--- config.mk ---
export PLATFORM = sky130hd
export DESIGN_NAME = laser_event_scheduler
export DESIGN_NICKNAME = d
export VERILOG_FILES = /design/src/rtl/laser_sched_pkg.sv /design/src/rtl/laser_debounce.sv /design/src/rtl/laser_event_scheduler.sv
export SDC_FILE = /design/constraint.sdc
export NUM_CORES = 1
export LEC_CHECK = 0
export CORE_ASPECT_RATIO = 1.4
export CORE_UTILIZATION = 60
export DETAILED_ROUTE_END_ITERATION = 6
export PLACE_DENSITY_LB_ADDON = 0.08
export SLEW_MARGIN = 20
export SYNTH_ARGS = -nofsm -noshare
export SYNTH_HDL_FRONTEND = slang
export SYNTH_SLANG_ARGS = --single-unit
--- constraint.sdc ---
create_clock -name clk -period 8.5 [get_ports clk]
set_input_delay 1.275 -clock clk [delete_from_list [all_inputs] [get_ports clk]]
set_output_delay 1.275 -clock clk [all_outputs]
set_load 0.02 [all_outputs]
--- src/rtl/laser_sched_pkg.sv ---
// Shared constants for the laser event scheduler: register map, bit positions,
// debounce FSM encoding and the event word packer.
package laser_sched_pkg;

  localparam int NCH        = 4;
  localparam int FIFO_DEPTH = 8;
  localparam int DB_W       = 16;

  localparam logic [2:0] REG_CTRL       = 3'd0;
  localparam logic [2:0] REG_DBNC       = 3'd1;
  localparam logic [2:0] REG_STATUS     = 3'd2;
  localparam logic [2:0] REG_EVENT      = 3'd3;
  localparam logic [2:0] REG_STATUS_W1C = 3'd4;

  localparam int CTRL_EN_BIT     = 0;
  localparam int CTRL_MASK_LSB   = 4;
  localparam int CTRL_IRQ_EN_BIT = 8;

  localparam int ST_EMPTY_BIT = 0;
  localparam int ST_FULL_BIT  = 1;
  localparam int ST_OVF_BIT   = 2;
  localparam int ST_COUNT_LSB = 8;

  localparam int EVT_CH_LSB = 0;
  localparam int EVT_ON_BIT = 2;
  localparam int EVT_TS_LSB = 16;

  localparam logic [15:0] DBNC_RST = 16'd1000;

  typedef enum logic [1:0] {
    ST_OFF      = 2'd0,
    ST_PEND_ON  = 2'd1,
    ST_ON       = 2'd2,
    ST_PEND_OFF = 2'd3
  } db_state_e;

  function automatic logic [31:0] evt_word(input logic [15:0] ts, input logic on,
                                           input logic [1:0] ch);
    logic [31:0] w;
    w = '0;
    w[EVT_TS_LSB +: 16]  = ts;
    w[EVT_ON_BIT]        = on;
    w[EVT_CH_LSB +: 2]   = ch;
    return w;
  endfunction

endpackage

--- src/rtl/laser_debounce.sv ---
// One laser channel: 2-FF synchroniser, debounce FSM and counter. evt_on/evt_off
// are single-cycle registered pulses issued on the cycle the debounce completes.
module laser_debounce
  import laser_sched_pkg::*;
#(
  parameter int DB_W_P = DB_W
) (
  input  logic              clk,
  input  logic              resetn,
  input  logic              laser_raw,
  input  logic              chan_en,
  input  logic [DB_W_P-1:0] dbnc,
  output logic              evt_on,
  output logic              evt_off,
  output db_state_e         state_o
);

  logic              meta_q;
  logic              sync_q;
  db_state_e         state_q;
  logic [DB_W_P-1:0] cnt_q;
  logic              evt_on_q;
  logic              evt_off_q;
  logic [DB_W_P-1:0] dbnc_eff;
  logic [DB_W_P-1:0] cnt_inc;

  // A programmed debounce of zero behaves like one cycle.
  assign dbnc_eff = (dbnc == '0) ? DB_W_P'(1) : dbnc;
  assign cnt_inc  = cnt_q + DB_W_P'(1);

  always_ff @(posedge clk) begin
    if (!resetn) begin
      meta_q    <= 1'b0;
      sync_q    <= 1'b0;
      state_q   <= ST_OFF;
      cnt_q     <= '0;
      evt_on_q  <= 1'b0;
      evt_off_q <= 1'b0;
    end else begin
      meta_q    <= laser_raw;
      sync_q    <= meta_q;
      evt_on_q  <= 1'b0;
      evt_off_q <= 1'b0;
      cnt_q     <= '0;
      if (!chan_en) begin
        state_q <= ST_OFF;
      end else begin
        case (state_q)
          ST_OFF:
            if (sync_q) state_q <= ST_PEND_ON;
          ST_PEND_ON:
            if (!sync_q) begin
              state_q <= ST_OFF;
            end else if (cnt_inc == dbnc_eff) begin
              state_q  <= ST_ON;
              evt_on_q <= 1'b1;
            end else begin
              cnt_q <= cnt_inc;
            end
          ST_ON:
            if (!sync_q) state_q <= ST_PEND_OFF;
          ST_PEND_OFF:
            if (sync_q) begin
              state_q <= ST_ON;
            end else if (cnt_inc == dbnc_eff) begin
              state_q   <= ST_OFF;
              evt_off_q <= 1'b1;
            end else begin
              cnt_q <= cnt_inc;
            end
          default:
            state_q <= ST_OFF;
        endcase
      end
    end
  end

  assign evt_on  = evt_on_q;
  assign evt_off = evt_off_q;
  assign state_o = state_q;

endmodule

--- src/rtl/laser_event_scheduler.sv ---
// Laser beam event controller: debounced channels, round-robin scheduler, event FIFO
// and bus register file. Optional timestamp counter enabled by LASER_TIMESTAMP_EN.
module laser_event_scheduler
  import laser_sched_pkg::*;
#(
  parameter int FIFO_DEPTH_P = FIFO_DEPTH,
  parameter int DB_W_P       = DB_W
) (
  input  logic        clk,
  input  logic        resetn,
  input  logic [31:0] d_in,
  input  logic        cs,
  input  logic [31:0] addr,
  input  logic        rd,
  input  logic        wr,
  input  logic [3:0]  laser,
  output logic [31:0] d_out,
  output logic        irq
);

  localparam int AW    = $clog2(FIFO_DEPTH_P);
  localparam int PTR_W = AW + 1;

  logic              ctrl_en_q, ctrl_en_d;
  logic [NCH-1:0]    ctrl_mask_q, ctrl_mask_d;
  logic              ctrl_irq_en_q, ctrl_irq_en_d;
  logic [DB_W_P-1:0] dbnc_q, dbnc_d;
  logic              ovf_q, ovf_d;
  logic [NCH-1:0]    slot_valid_q, slot_valid_d;
  logic [NCH-1:0]    slot_on_q, slot_on_d;
  logic [15:0]       slot_ts_q [NCH];
  logic [15:0]       slot_ts_d [NCH];
  logic [1:0]        rr_q, rr_d;
  logic [PTR_W-1:0]  wr_ptr_q, wr_ptr_d;
  logic [PTR_W-1:0]  rd_ptr_q, rd_ptr_d;
  logic [31:0]       d_out_q, d_out_d;
  logic [31:0]       mem_q [FIFO_DEPTH_P];

  logic [NCH-1:0]    evt_on, evt_off, evt_on_m, evt_off_m, req;
  logic [NCH-1:0]    ch_en;
  db_state_e         ch_state [NCH];  // per-channel debug view of the debounce FSMs
  logic [15:0]       ts_now;
  logic [2:0]        reg_sel;
  logic              bus_rd, bus_wr, flush, pop, push, can_push, ovf_set, ovf_clr;
  logic              gnt_found, granted;
  logic [1:0]        gnt, idx;
  logic [PTR_W-1:0]  count;
  logic              empty, full;
  logic [31:0]       push_word, rd_word;
  logic              unused_bits;

  for (genvar i = 0; i < NCH; i++) begin : g_ch
    assign ch_en[i] = ctrl_en_q & ~ctrl_mask_q[i];
    laser_debounce #(.DB_W_P(DB_W_P)) u_db (
      .clk       (clk),
      .resetn    (resetn),
      .laser_raw (laser[i]),
      .chan_en   (ch_en[i]),
      .dbnc      (dbnc_q),
      .evt_on    (evt_on[i]),
      .evt_off   (evt_off[i]),
      .state_o   (ch_state[i])
    );
  end

`ifdef LASER_TIMESTAMP_EN
  logic [9:0]  pre_q;
  logic [15:0] ts_q;
  always_ff @(posedge clk) begin
    if (!resetn) begin
      pre_q <= '0;
      ts_q  <= '0;
    end else begin
      pre_q <= pre_q + 10'd1;
      if (pre_q == 10'h3FF) ts_q <= ts_q + 16'd1;
    end
  end
  assign ts_now = ts_q;
`else
  assign ts_now = 16'h0;
`endif

  assign bus_rd  = cs & rd;
  assign bus_wr  = cs & wr;
  assign reg_sel = addr[4:2];
  assign count   = wr_ptr_q - rd_ptr_q;
  assign empty   = (count == '0);
  assign full    = (count == PTR_W'(FIFO_DEPTH_P));
  assign pop     = bus_rd && (reg_sel == REG_EVENT) && !empty;
  assign flush   = bus_wr && (reg_sel == REG_CTRL) && ctrl_en_q && !d_in[CTRL_EN_BIT];
  assign ovf_clr = bus_wr && (reg_sel == REG_STATUS_W1C) && d_in[ST_OVF_BIT];
  // A pop in the same cycle frees the slot the push lands in.
  assign can_push  = !full || pop;
  assign evt_on_m  = evt_on  & {NCH{ctrl_en_q}};
  assign evt_off_m = evt_off & {NCH{ctrl_en_q}};
  assign req       = slot_valid_q | evt_on_m | evt_off_m;

  always_comb begin
    gnt_found = 1'b0;
    gnt       = '0;
    idx       = '0;
    for (int k = 0; k < NCH; k++) begin
      idx = rr_q + 2'(k);
      if (!gnt_found && req[idx]) begin
        gnt_found = 1'b1;
        gnt       = idx;
      end
    end
    push      = gnt_found && can_push && !flush;
    push_word = slot_valid_q[gnt] ? evt_word(slot_ts_q[gnt], slot_on_q[gnt], gnt)
                                  : evt_word(ts_now, evt_on_m[gnt], gnt);
  end

  always_comb begin
    slot_valid_d = slot_valid_q;
    slot_on_d    = slot_on_q;
    slot_ts_d    = slot_ts_q;
    ovf_set      = 1'b0;
    granted      = 1'b0;
    rr_d         = push ? gnt + 2'd1 : rr_q;
    wr_ptr_d     = wr_ptr_q + PTR_W'(push);
    rd_ptr_d     = rd_ptr_q + PTR_W'(pop);
    for (int i = 0; i < NCH; i++) begin
      granted = push && (gnt == 2'(i));
      if (evt_on_m[i] || evt_off_m[i]) begin
        // A fresh event bypasses its slot only when the slot is empty and it wins the grant.
        if (!(granted && !slot_valid_q[i])) begin
          if (slot_valid_q[i] && !granted) ovf_set = 1'b1;
          slot_valid_d[i] = 1'b1;
          slot_on_d[i]    = evt_on_m[i];
          slot_ts_d[i]    = ts_now;
        end
      end else if (granted) begin
        slot_valid_d[i] = 1'b0;
      end
    end
    if (flush) begin
      slot_valid_d = '0;
      rr_d         = '0;
      wr_ptr_d     = '0;
      rd_ptr_d     = '0;
    end
  end

  always_comb begin
    ctrl_en_d     = ctrl_en_q;
    ctrl_mask_d   = ctrl_mask_q;
    ctrl_irq_en_d = ctrl_irq_en_q;
    dbnc_d        = dbnc_q;
    ovf_d         = (ovf_q & ~ovf_clr) | ovf_set;
    if (bus_wr && (reg_sel == REG_CTRL)) begin
      ctrl_en_d     = d_in[CTRL_EN_BIT];
      ctrl_mask_d   = d_in[CTRL_MASK_LSB +: NCH];
      ctrl_irq_en_d = d_in[CTRL_IRQ_EN_BIT];
    end
    if (bus_wr && (reg_sel == REG_DBNC)) dbnc_d = d_in[DB_W_P-1:0];

    rd_word = '0;
    case (reg_sel)
      REG_CTRL: begin
        rd_word[CTRL_EN_BIT]           = ctrl_en_q;
        rd_word[CTRL_MASK_LSB +: NCH]  = ctrl_mask_q;
        rd_word[CTRL_IRQ_EN_BIT]       = ctrl_irq_en_q;
      end
      REG_DBNC: rd_word = 32'(dbnc_q);
      REG_STATUS, REG_STATUS_W1C: begin
        rd_word[ST_EMPTY_BIT]      = empty;
        rd_word[ST_FULL_BIT]       = full;
        rd_word[ST_OVF_BIT]        = ovf_q;
        rd_word[ST_COUNT_LSB +: 4] = 4'(count);
      end
      REG_EVENT: rd_word = empty ? 32'h0 : mem_q[rd_ptr_q[AW-1:0]];
      default:   rd_word = '0;
    endcase
    d_out_d = bus_rd ? rd_word : d_out_q;
  end

  always_ff @(posedge clk) begin
    if (!resetn) begin
      ctrl_en_q     <= 1'b0;
      ctrl_mask_q   <= '0;
      ctrl_irq_en_q <= 1'b0;
      dbnc_q        <= DB_W_P'(DBNC_RST);
      ovf_q         <= 1'b0;
      slot_valid_q  <= '0;
      slot_on_q     <= '0;
      for (int i = 0; i < NCH; i++) slot_ts_q[i] <= '0;
      rr_q          <= '0;
      wr_ptr_q      <= '0;
      rd_ptr_q      <= '0;
      d_out_q       <= '0;
    end else begin
      ctrl_en_q     <= ctrl_en_d;
      ctrl_mask_q   <= ctrl_mask_d;
      ctrl_irq_en_q <= ctrl_irq_en_d;
      dbnc_q        <= dbnc_d;
      ovf_q         <= ovf_d;
      slot_valid_q  <= slot_valid_d;
      slot_on_q     <= slot_on_d;
      slot_ts_q     <= slot_ts_d;
      rr_q          <= rr_d;
      wr_ptr_q      <= wr_ptr_d;
      rd_ptr_q      <= rd_ptr_d;
      d_out_q       <= d_out_d;
    end
  end

  // Storage only; occupancy is tracked by the pointers, so no reset is needed here.
  always_ff @(posedge clk) begin
    if (push) mem_q[wr_ptr_q[AW-1:0]] <= push_word;
  end

  assign d_out = d_out_q;
  assign irq   = ctrl_irq_en_q & ~empty;

  assign unused_bits = ^{d_in, addr, ch_state[0], ch_state[1], ch_state[2], ch_state[3]};

endmodule

# Yosys cells after proc, flatten, opt, wreduce, memory -nomap -nowiden
# Memory sizes are Yosys's and may differ from the RTL's. A register that Yosys moved wholly into a read port is not among the register bits.
# Index checks and enable logic that the tools add are counted.
op_classes:
  n_eq_ne: 44
  bitwise: 33
  addsub: 11
  n_lt_le_gt_ge: 6
  reduce_logical: 83
  muxes: 110
ops:
  columns: ["op", "count"]
  rows:
  - ["$mux 16", 15]
  - ["$pmux 16 s2", 4]
  - ["$add 16x1->16 const B", 4]
  - ["$eq 16x16->1", 4]
  - ["$mux 32", 2]
  - ["$mux 2", 28]
  - ["$mux 1", 41]
  - ["$pmux 20 s2", 1]
  - ["$bmux 16 s2", 1]
  - ["$pmux 2 s4", 4]
  - ["$reduce_and 4->1", 8]
  - ["$logic_and 1x1->1", 25]
  - ["$reduce_and 2->1", 12]
  - ["$eq 2x2->1 const B", 10]
  - ["$not 1->1", 19]
  - ["$logic_not 16->1", 1]
  - ["$ne 2x2->1 const B", 8]
  - ["$reduce_or 4->1", 4]
  - ["$logic_not 1->1", 15]
  - ["$lt 2x3->1 const B", 5]
  - ["$bmux 1 s2", 7]
  - ["$ne 3x1->1 const B", 4]
  - ["$ne 3x3->1 const B", 4]
  - ["$pmux 4 s3", 1]
  - ["other kinds (27)", 60]
totals:
  in_bits: 73
  register_bits: 161
  ramBits: 256
  n_memories: 1
mem_list:
  columns: ["memory", "words", "word_bits", "read_ports", "rd_clocked_by_memory_dff", "wr", "line_no", "source"]
  rows:
  - ["mem_q", 8, 32, 1, 1, 1, "laser_event_scheduler.sv:37", "logic [31:0] mem_q [FIFO_DEPTH_P];"]

# Logic depth before layout (Yosys ltp)
logic_depth:
  ltp_word: 33
  depth_mapped: 13

# Cells and area by module
# From an unflattened synthesis, not the netlist that was laid out.
unflattened:
  cells_unflattened: 1058
  area_unflattened_um2: 9559.2
modules_own_cells:
  columns: ["module", "cells_each", "area_per_inst_um2", "instances"]
  rows:
  - ["laser_debounce", 164, 1390.1, 4]
  - ["laser_event_scheduler", 402, 3998.8, 1]

# Worst setup path after synthesis
# Ideal clock, no wire load.
synth_path:
  kind: "input -> register"
  start: "in addr[2]"
  end: "reg wr_ptr_q[1]"
  t_required_ns: 8.384
  path_slack_ns: 4.737
  arrival_time_ns: 3.647
  setup_ns: 0.116
  path_stages: 8
  cell_sequence: "clkbuf_1 > nor4_2 > nand3b_1 > o211ai_1 > inv_1 > ha_1 > ha_1 > and3_1"
synth_via:
  elab_chain_len: 7
synth_lines:
  columns: ["element", "line_no", "source"]
  rows:
  - ["from (decl)", "laser_event_scheduler.sv:13", "input logic [31:0] addr,"]
  - ["$eq 3x2->1 / $logic_not 3->1 (equally long branches)", "laser_event_scheduler.sv:89, laser_event_scheduler.sv:90", null]
  - ["$logic_and 1x1->1, on equally long branches (2 in a row)", "laser_event_scheduler.sv:89, laser_event_scheduler.sv:90", null]
  - ["$logic_or 1x1->1 / $logic_and 1x1->1 (equally long branches)", "laser_event_scheduler.sv:93, laser_event_scheduler.sv:90", null]
  - ["$logic_and 1x1->1 / $logic_not 1->1 (equally long branches)", "laser_event_scheduler.sv:109", "push = gnt_found && can_push && !flush;"]
  - ["$logic_and 1x1->1", "laser_event_scheduler.sv:109", null]
  - ["$add 4x1->4", "laser_event_scheduler.sv:121", "wr_ptr_d = wr_ptr_q + PTR_W'(push);"]
  - ["to (signal assigned)", "laser_event_scheduler.sv:202", "wr_ptr_q <= wr_ptr_d;"]
  - ["to (decl)", "laser_event_scheduler.sv:34", "logic [PTR_W-1:0] wr_ptr_q, wr_ptr_d;"]
# Parallel ways exist; a longest one is shown, timed or not.
# A chain may end at the register's enable or synchronous reset.

# Final worst setup path
layout_path:
  start: "reg rd_ptr_q[0]"
  end: "out irq"
layout_via:
  elab_chain_len: 4
layout_lines:
  columns: ["element", "line_no", "source"]
  rows:
  - ["from (decl)", "laser_event_scheduler.sv:35", "logic [PTR_W-1:0] rd_ptr_q, rd_ptr_d;"]
  - ["from (signal assigned)", "laser_event_scheduler.sv:203", "rd_ptr_q <= rd_ptr_d;"]
  - ["$sub 4x4->4", "laser_event_scheduler.sv:86", "assign count = wr_ptr_q - rd_ptr_q;"]
  - ["$logic_not 4->1", "laser_event_scheduler.sv:87", "assign empty = (count == '0);"]
  - ["$not 1->1", "laser_event_scheduler.sv:214", "assign irq = ctrl_irq_en_q & ~empty;"]
  - ["$and 1x1->1", "laser_event_scheduler.sv:214", null]
  - ["to (decl)", "laser_event_scheduler.sv:18", "output logic irq"]
# Every way passes these cells.

==> flow_summary.toml <==
[setup_path]
timing.critical_path.cells = "ha_1 > inv_1 > fa_1 > xor2_1 > nor3b_1 > a21bo_2 > and2_1 > clkdlybuf4s50_1"
critPathRequiredTime_ps = 7220
critPathBufInv = 2
worst_path_dominant_cell_family = "flip-flops"
worstSetupPathType = "reg -> out"
cp.depth = 8
start_kind = "flip-flop"
critical_path.max_fanout = 8
critical-path-slowest-cell = "sky130_fd_sc_hd__dfxtp_1"
critical_path_max_stage_delay_ps = 630
cp-end-kind = "output pin"
worst_r2r_path_depth = 11
critical_path_arrival_ps = 3260

[yosys]
asyncSetResetFlopFracSynth_pct = 0
post_synthesis_cell_area_um2 = 9150
synth_enable_flop_cells = 24
postSynthCellCount = 1028
ys_warn_count = 0
postSynthAreaPerCell_um2 = 8.90
synth-seq-area-share_pct = 39.6
postSynthRegisterBits = 169
post_synth_num_cell_types = 79
synth_flop_cell = "sky130_fd_sc_hd__dfxtp_1"

[floorplanning]
initial_utilization_pct = 61.0
core-area_um2 = 15000
die_h_um = 148
row_count = 53
design.portCount = 106
die_w_um = 106
die-area_um2 = 15700

[cts]
cts_inserted_buffers = 17
cts-resized-gates = 0
clock_path_buffers = 2
cell_at_the_root_of_the_clock_tree = "sky130_fd_sc_hd__clkbuf_16"
cts_max_level = 4
tritoncts_clock_tree = "built"
clock_latency_ps = 430
tritoncts_num_sinks = 169
cts_setup_buffers = 0
path_clk_slew_ps = 70
ctsHoldBuffers = 0

[placed_design]
io_buffer_count = 44
place_ws_ps = 4200
gp_routability_congestion = 0.965
hpwlAfterDp_mm = 16.4

[global_routing]
maximum_number_of_pins_on_one_net_before_global_route_repair = 28
grt_first_pass_wirelength_mm = 36.7
antenna_found_initial = 0
grt_usage_pct = 30.3
grt_pass1_vias = 7214
globalRoute.totalOverflow = 0

[final_layout]
design.final.nets = 1129
final.fill_count = 1307
final_cell_mix = "sky130_fd_sc_hd__dfxtp_1 (145), sky130_fd_sc_hd__nand2_1 (112), sky130_fd_sc_hd__nor2_1 (88)"
layout.cells.most_common = "sky130_fd_sc_hd__dfxtp_1"
fraction_of_layout_cells_with_a_size_suffix_above_1_pct = 6.55
area_growth_syn_to_layout_pct = 10.8
n_antenna_cell = 0

[timing]
finalHoldViolations = 0
finalWorstSetupSlack_ps = 3960
actual_transition_at_the_worst_max_transition_pin_ps = 879
setup-tns-final_ps = 0
max_freq_mhz = 220
rsz0062_at_grt = "false"
timing.final.setup_violations = 0
fin_crit_sh_pct = 53.4
period_needed_ps = 4540
relSlewSlack_pct = 39.7
holdWs_ps = 425
finClkSkew_ps = 9.18
timing_max_transition_violations_final = 0

[flow_run]
maxCapViolCount = 0

[drt]
dr_total_vias = 7545
routed_via_density = 6.06
drt-wirelength-per-cell_um = 18.2
route.antenna.remaining_nets = 0
route.detailed.drc = 0
wirelength_mm = 22.7
dr.first_iter.drc_count = 466
drt_pre_antenna_iters = 5

[power_and_ir_drop]
comb_power_share_pct = 4.0
worst_ir_drop_vdd_mv = 0.128
power.switching_mw = 0.378
p_clk_share_pct = 45.4
p_leak_nw = 3.36
switching_share_pct = 23.3
powerDensity_nw_per_um2 = 160
power.sequential.fraction_pct = 50.6
internal_power_mw = 1.25

[status]
status = "completed"

[hold_path]
holdPathStages = 1
timing.hold.worst.class = "reg -> reg"
cell families (layout without fill, tap and decap cells):
logic type | Yosys count | after routing | share of synthesized area [%]
flops | 169 | 169 | 39.6
simple gates | 449 | 449 | 25.4
buf+inv | 103 | 113 | 5.40
other cells | 1 | 16 | 0.0410
mux | 23 | 23 | 3.41
fa+ha+maj | 18 | 18 | 2.49
xor+xnor | 123 | 123 | 13.0
compound gates | 142 | 142 | 10.6
synth_stat cells (all sizes together), types with 24 or more instances:
cell    instances  share of area [%]
edfxtp         24                7.9
nor3           63                3.5
buf            33                2.5
xnor2          80                7.7
dfxtp         145                 32
o21ai          26                1.4
xor2           35                3.4
nor2           88                3.6
nand3          45                2.5
inv            30                1.2
nand2         112                4.6
a21oi          38                2.1
clkbuf         40                1.7
per-stage QoR:
| stage | instance area (um2) | util (%) | total power [mW] | instances |
|---|---|---|---|---|
| finish | 10100 | 67.6 | 1.62 | 1245 |
| floorplan | 9200 | - | 0.880 | 1043 |
| global placement | 9560 | 63.8 | 0.903 | 1213 |
| global route | 10100 | 67.6 | 1.67 | 1245 |
| CTS | 10100 | 67.5 | 1.63 | 1245 |
| detailed placement | 9560 | 63.8 | 0.903 | 1213 |
worst reg2reg max path, cell delays in order, from the launching register on:
cell                       delay (ps)
sky130_fd_sc_hd__dfxtp_1          630
sky130_fd_sc_hd__ha_1             270
sky130_fd_sc_hd__inv_1             50
sky130_fd_sc_hd__fa_1             370
sky130_fd_sc_hd__xor2_1           190
sky130_fd_sc_hd__nor3b_1          350
sky130_fd_sc_hd__nand3_1          180
sky130_fd_sc_hd__o211ai_1         680
sky130_fd_sc_hd__inv_1            320
sky130_fd_sc_hd__ha_1             290
sky130_fd_sc_hd__ha_1             270
sky130_fd_sc_hd__and3_1           160
cell type report:
class	instances	area (um2)	share of cell area (%)
well taps	192	240	2.37
clock inverters	14	128	1.26
inverters	30	113	1.11
flip-flops and latches	169	3620	35.7
repair buffers	51	493	4.86
multi-input cells	771	5110	50.4
clock buffers	18	429	4.23
registers in the layout, summed over array words and instances (netlist names), 16 cells and up, named ones only:
signal / count
g_ch.u_db.cnt_q: 64
d_out: 16
dbnc_q: 16
mem_q: 24
power by group through the flow:
stage               clock (mW)  combinational, mW  sequential, mW
global placement             0             0.0642           0.839
CTS                      0.748             0.0648           0.821
finish                   0.737             0.0655           0.821
floorplan                    0             0.0437           0.836
global route             0.782             0.0710           0.821
detailed placement           0             0.0645           0.839
worst paths after layout:
kind | slack (ps) | to | startpoint
worst min-delay path | 420 | g_ch[3].u_db.state_o[0]$_SDFFE_PN0P_ | g_ch[3].u_db.state_o[0]$_SDFFE_PN0P_
worst max-delay path | 3960 | irq | rd_ptr_q[0]$_SDFF_PP0_
worst min register to register | 420 | g_ch[3].u_db.state_o[0]$_SDFFE_PN0P_ | g_ch[3].u_db.state_o[0]$_SDFFE_PN0P_
worst max register to register | 4640 | wr_ptr_q[1]$_SDFF_PP0_ | rd_ptr_q[0]$_SDFF_PP0_
metal layers:
layer | share of wire (%) | vias to the layer above | track usage [%] | wire, um
met2 | 52 | 282 | 53.9 | 11800
li1 | - | 3647 | - | -
met5 | 0 | - | 0 | 0
met1 | 40 | 3558 | 35.6 | 9090
met4 | 3.3 | 0 | 14.9 | 757
met3 | 4.9 | 58 | 4.16 | 1110
(Power assumes the default switching activity.)
